<file path="src/rtl/gcd_datapath.sv">
// -----------------------------------------------------------------------------
// gcd_datapath
//
// Datapath half of a subtract-and-swap GCD engine. An external control unit
// drives one command per cycle on controlarr. In return it reads endflag
// (Y == 0) and swapflag (X < Y) to decide the next step.
//
// Ports
//   clk         single clock, all state changes on its rising edge
//   reset       synchronous, active-high; clears X, Y, done, err (and counter)
//   controlarr  [0] subtract, [1] swap, [2] load-select,
//               [3] X write enable, [4] Y write enable
//   xin, yin    operands captured by a load command
//   endflag     Y == 0 (combinational from the registers)
//   swapflag    X <  Y, unsigned (combinational from the registers)
//   result      current X value; holds the GCD once done is set
//   done        set on the first non-load edge that sees endflag,
//               cleared by load or reset
//   err         sticky illegal-command flag, cleared only by reset
//   iter_count  saturating count of executed subtracts
//               (only when GCD_DP_ITER_COUNT_EN is defined)
//
// Configuration macro: GCD_DP_ITER_COUNT_EN adds the iter_count port and its
// CW-bit counter. Without it, neither the port nor the counter exists.
// -----------------------------------------------------------------------------
module gcd_datapath #(
  parameter int W  = 8,
  parameter int CW = 16
) (
  input  logic          clk,
  input  logic          reset,
  input  logic [4:0]    controlarr,
  input  logic [W-1:0]  xin,
  input  logic [W-1:0]  yin,
  output logic          endflag,
  output logic          swapflag,
  output logic [W-1:0]  result,
  output logic          done,
  output logic          err
`ifdef GCD_DP_ITER_COUNT_EN
  ,
  output logic [CW-1:0] iter_count
`endif
);

  logic [W-1:0] x_q, x_d;
  logic [W-1:0] y_q, y_d;
  logic         done_q, done_d;
  logic         err_q, err_d;

  logic cmd_sub, cmd_swap, cmd_load, x_en, y_en;
  logic sub_exec;

  assign cmd_sub  = controlarr[0];
  assign cmd_swap = controlarr[1];
  assign cmd_load = controlarr[2];
  assign x_en     = controlarr[3];
  assign y_en     = controlarr[4];

  // Flags depend only on the registers, never on the incoming command.
  assign endflag  = (y_q == '0);
  assign swapflag = (x_q < y_q);
  assign result   = x_q;
  assign done     = done_q;
  assign err      = err_q;

  // A subtract really happens only when it is not overridden by load or
  // swap and X is write-enabled.
  assign sub_exec = !cmd_load && !cmd_swap && cmd_sub && x_en;

  always_comb begin
    // NOTE: every signal gets a default first so no path leaves it unassigned,
    // which would otherwise infer a latch.
    x_d    = x_q;
    y_d    = y_q;
    done_d = done_q;
    err_d  = err_q;

    if (cmd_load) begin
      if (x_en) x_d = xin;
      if (y_en) y_d = yin;
      done_d = 1'b0;
    end else begin
      if (cmd_swap) begin
        // Both sides read the old register values, so enabling both
        // enables gives a true exchange.
        if (x_en) x_d = y_q;
        if (y_en) y_d = x_q;
        // Swap wins over a simultaneous subtract. The combination is still
        // flagged, but only when the command actually writes something.
        if (cmd_sub && (x_en || y_en)) err_d = 1'b1;
      end else if (sub_exec) begin
        x_d = x_q - y_q;  // wraps modulo 2^W when X < Y
        if (swapflag) err_d = 1'b1;
      end
      if (endflag) done_d = 1'b1;
    end
  end

  always_ff @(posedge clk) begin
    // NOTE: state registers use non-blocking assignments so every flop
    // samples the pre-edge values, which keeps the swap race-free.
    if (reset) begin
      x_q    <= '0;
      y_q    <= '0;
      done_q <= 1'b0;
      err_q  <= 1'b0;
    end else begin
      x_q    <= x_d;
      y_q    <= y_d;
      done_q <= done_d;
      err_q  <= err_d;
    end
  end

`ifdef GCD_DP_ITER_COUNT_EN
  logic [CW-1:0] cnt_q, cnt_d;

  always_comb begin
    cnt_d = cnt_q;
    if (cmd_load) begin
      cnt_d = '0;
    end else if (sub_exec && (cnt_q != {CW{1'b1}})) begin
      cnt_d = cnt_q + 1'b1;  // saturates at all-ones
    end
  end

  always_ff @(posedge clk) begin
    if (reset) cnt_q <= '0;
    else       cnt_q <= cnt_d;
  end

  assign iter_count = cnt_q;
`endif

endmodule

</file>
<file path="config.mk">
export PLATFORM = sky130hd
export DESIGN_NAME = gcd_datapath
export DESIGN_NICKNAME = d
export VERILOG_FILES = /design/src/rtl/gcd_datapath.sv
export SDC_FILE = /design/constraint.sdc
export NUM_CORES = 1
export LEC_CHECK = 0
export BUFFER_PORTS_ARGS = -buffer_cell sky130_fd_sc_hd__buf_2
export CORE_MARGIN = 2
export CORE_UTILIZATION = 41
export DETAILED_ROUTE_END_ITERATION = 10
export RECOVER_POWER = 25
export SETUP_SLACK_MARGIN = 0.4
export SLEW_MARGIN = 10
export SYNTH_ARGS = -nofsm -noshare
export SYNTH_HDL_FRONTEND = slang
export SYNTH_SLANG_ARGS = --single-unit
</file>
<file path="constraint.sdc">
create_clock -name clk -period 5.2 [get_ports clk]
set_input_delay 1.04 -clock clk [delete_from_list [all_inputs] [get_ports clk]]
set_output_delay 1.04 -clock clk [all_outputs]
set_load 0.03 [all_outputs]
</file>
==> summary.md <==
| Metric | Value |
|---|---|
| Register area | `360 um^2` |
| Clock Path Buffers | `2` |
| Overall Global Routing Usage | `0.193` |
| Combinational fraction of design power | `0.391` |
| Layout area overhead | `13.8%` |
| Worst EP required | `roughly 4200 ps` |
| Finished Cell Area | `about 0.0016 mm^2` |
| DR iter-0 viols | `~80` |
| Minimum setup slack among reg-to-reg paths | `just over 3000 ps` |
| Area contributors post-synth | `dfxtp_1, mux2i_1, a211oi_2` |
| Synth Area per Inst | `about 8.6 um^2` |
| Hold Vio Cnt, Final | `0` |
| Synthesis-stage register bit count | `18` |
| Layout net count | `220` |
| Pwr/cell area | `267 mW/mm^2` |
| Power, Total | `416 uW` |
| Latest clock arrival within the worst-skew pair | `about 310 ps` |
| IO Pins | `35` |
| Final ANT Viol Nets | `0` |
| Sink Count | `18` |
| Final setup violation count | `0` |
| Cells after Synth | `between 150 and 200` |
| CTS Buf Count | `3` |
| Number of flops mapped to enable cells by yosys | `0` |
| Vias | `1282` |
| Place WS | `around 2200 ps` |
| Reg clk slew, reported paths | `~120 ps` |
| Row count | `21` |
| Synth cell count leaders | `dfxtp_1, inv_1, nor2_1` |
| Register area share after synthesis | `0.263` |
| Setup ws final | `1860 ps` |
| Clk_skew | `4.65 ps` |
| Worst-case vdd ir drop | `roughly 0.00014 V` |
| Diode count | `0` |
| Netlist Area Pre-Place | `roughly 0.0014 mm^2` |
| Multi-input logic area | `between 800 and 900 um^2` |
| Setup TNS | `0 ps` |
| TritonCTS clock tree | `built` |
| First-pass GRT wire length | `~5400 um` |
| Core Region | `0.00328 mm^2` |
| Dpl hpwl | `roughly 2500 um` |
| Reg2reg end | `result[4]` |
| Share of power burned in registers | `0.384` |
| Total wire length | `3440 um` |
| Min Tclk post-route | `~3300 ps` |
| Final Core Density | `0.475` |
| Period utilization | `0.643` |
| Total gr overflow | `0` |
| Share of cells above drive strength 1 | `0.225` |
| Dominant synthesized flop cell | `dfxtp_1` |
| Most common cell in the netlist | `dfxtp_1` |
| Worst Tran Pin Value | `1250 ps` |
| Net Sw Power | `158 uW` |
| RSZ-0062 raised after global routing | `no` |
| Initial antenna violation count | `0` |
| Largest net degree at the start of global routing | `25` |
| Post-CTS sizing | `0` |
| Synth warnings | `0` |
| Share of synthesized registers carrying an async set or reset | `0` |
| Maxcap violations | `0` |
| Internal Pwr Total | `about 260 uW` |
| Launch point of the worst path | `result[0]` |
| Crit end category | `primary output` |
| Post-place instance area | `~0.0015 mm^2` |
| Vias in the first global route | `between 1000 and 1500` |
| P_leak | `between 0.0006 and 0.0007 uW` |
| Die span in y | `approximately 62 um` |
| Final Max Slew Viols | `0` |
| Crit Path Class | `flop to primary output` |
| Status | `finished, final reports clean` |
| FILL cells | `roughly 330` |
| Worst reg2reg path depth | `9` |
| Die area | `roughly 0.0038 mm^2` |
| Synth area leader | `dfxtp_1` |
| Critical Path End | `swapflag` |
| Top cell type's share of synthesized area | `0.263` |
| Fmax | `299 MHz` |
| Htree depth | `1` |
| Initial core utilization | `0.418` |
| Pre-antenna DRT Iters | `5` |
| Slew HR | `0.167` |
| Routed len/inst | `approximately 15 um` |
| Worst setup SP type | `flop` |
| Syn_nets | `around 190` |
| Placer congestion estimate | `between 0.8 and 0.9` |
| Reg2reg start | `result[0]` |
| CTS root buf | `clkbuf_4` |
| # DRC | `0` |
| Vias per cell | `between 5 and 6` |
| Critical Path AT | `approximately 2300 ps` |
| Sw Share | `0.379` |
| Setup bufs post-CTS | `0` |
| Netlist cell types | `47` |
| Hold-fix buffer count after cts | `0` |
| Crit path max fanout | `3` |
| Die X | `~62 um` |
| Clk pwr share | `0.225` |
| # port buffers | `34` |
| Type of the worst min-delay path | `flop to flop` |
[power groups by stage]
stage	clock network (uW)	registers, uW	logic, uW
2_1_floorplan	0	173	115
3_3_place_gp	0	163	160
3_5_place_dp	0	163	163
4_1_cts	92.5	160	164
5_1_grt	101	162	180
6_report	93.6	160	163
[metal layers]
layer | vias up | share of wire | global-route usage
met5 | - | 0 | 0
met4 | 0 | 0.016 | 0.0456
met3 | 6 | 0.046 | 0.0352
met2 | 41 | 0.47 | 0.323
met1 | 593 | 0.47 | 0.257
li1 | 642 | - | -
[layout by cell type (no fill, tap or decap), types with 4 or more instances in the layout]
master,n
buf_2,27
dfxtp_1,18
inv_1,13
nor2_1,13
mux2i_1,12
a21oi_1,8
a211oi_2,8
ha_1,8
clkbuf_1,7
nand2_1,6
o21ai_0,5
a211oi_1,5
nor3_1,4
nor2b_1,4
[kinds of logic after synthesis]
logic type      Yosys count  share of synthesized area
buf+inv                  23                     0.0839
flops                    18                      0.263
compound gates           48                      0.277
simple gates             47                      0.184
mux                      13                     0.0985
fa+ha+maj                 9                     0.0875
xor+xnor                  1                    0.00638
[stage by stage]
step,instances,hold WS (ps)
6_report,233,453
5_1_grt,233,499
4_1_cts,233,462
3_5_place_dp,229,443
3_3_place_gp,229,435
2_1_floorplan,159,509
[cell type report]
class / instances / area share
Timing Repair Buffer: 34 / 0.103
Clock buffer: 4 / 0.0232
Sequential cell: 18 / 0.231
Inverter: 13 / 0.0312
Multi-Input combinational cell: 118 / 0.575
Tap cell: 46 / 0.0369
[state kept, by name (all words and copies together), names as in the netlist]
register	count
result	8
y_q	8
done	1
err	1
[worst min path at each step]
| stage | start | to | slack [ps] | cells past startpoint |
|---|---|---|---|---|
| 6_report | err | err | 450 | 2 |
| 5_1_grt | err | err | 500 | 2 |
| 4_1_cts | err | err | 460 | 2 |
| 3_5_place_dp | err | err | 440 | 2 |
| 3_3_place_gp | err | err | 440 | 2 |
| 2_1_floorplan | y_q[7] | y_q[7] | 510 | 2 |
[worst max-delay path: stages, from the launching register on]
cell      delay, ps
dfxtp_1         350
inv_1            80
ha_1            160
inv_1            50
fa_1            420
a211oi_1        310
o21ai_0         150
a31oi_1         240
buf_2           240
(Power assumes the default switching activity.)
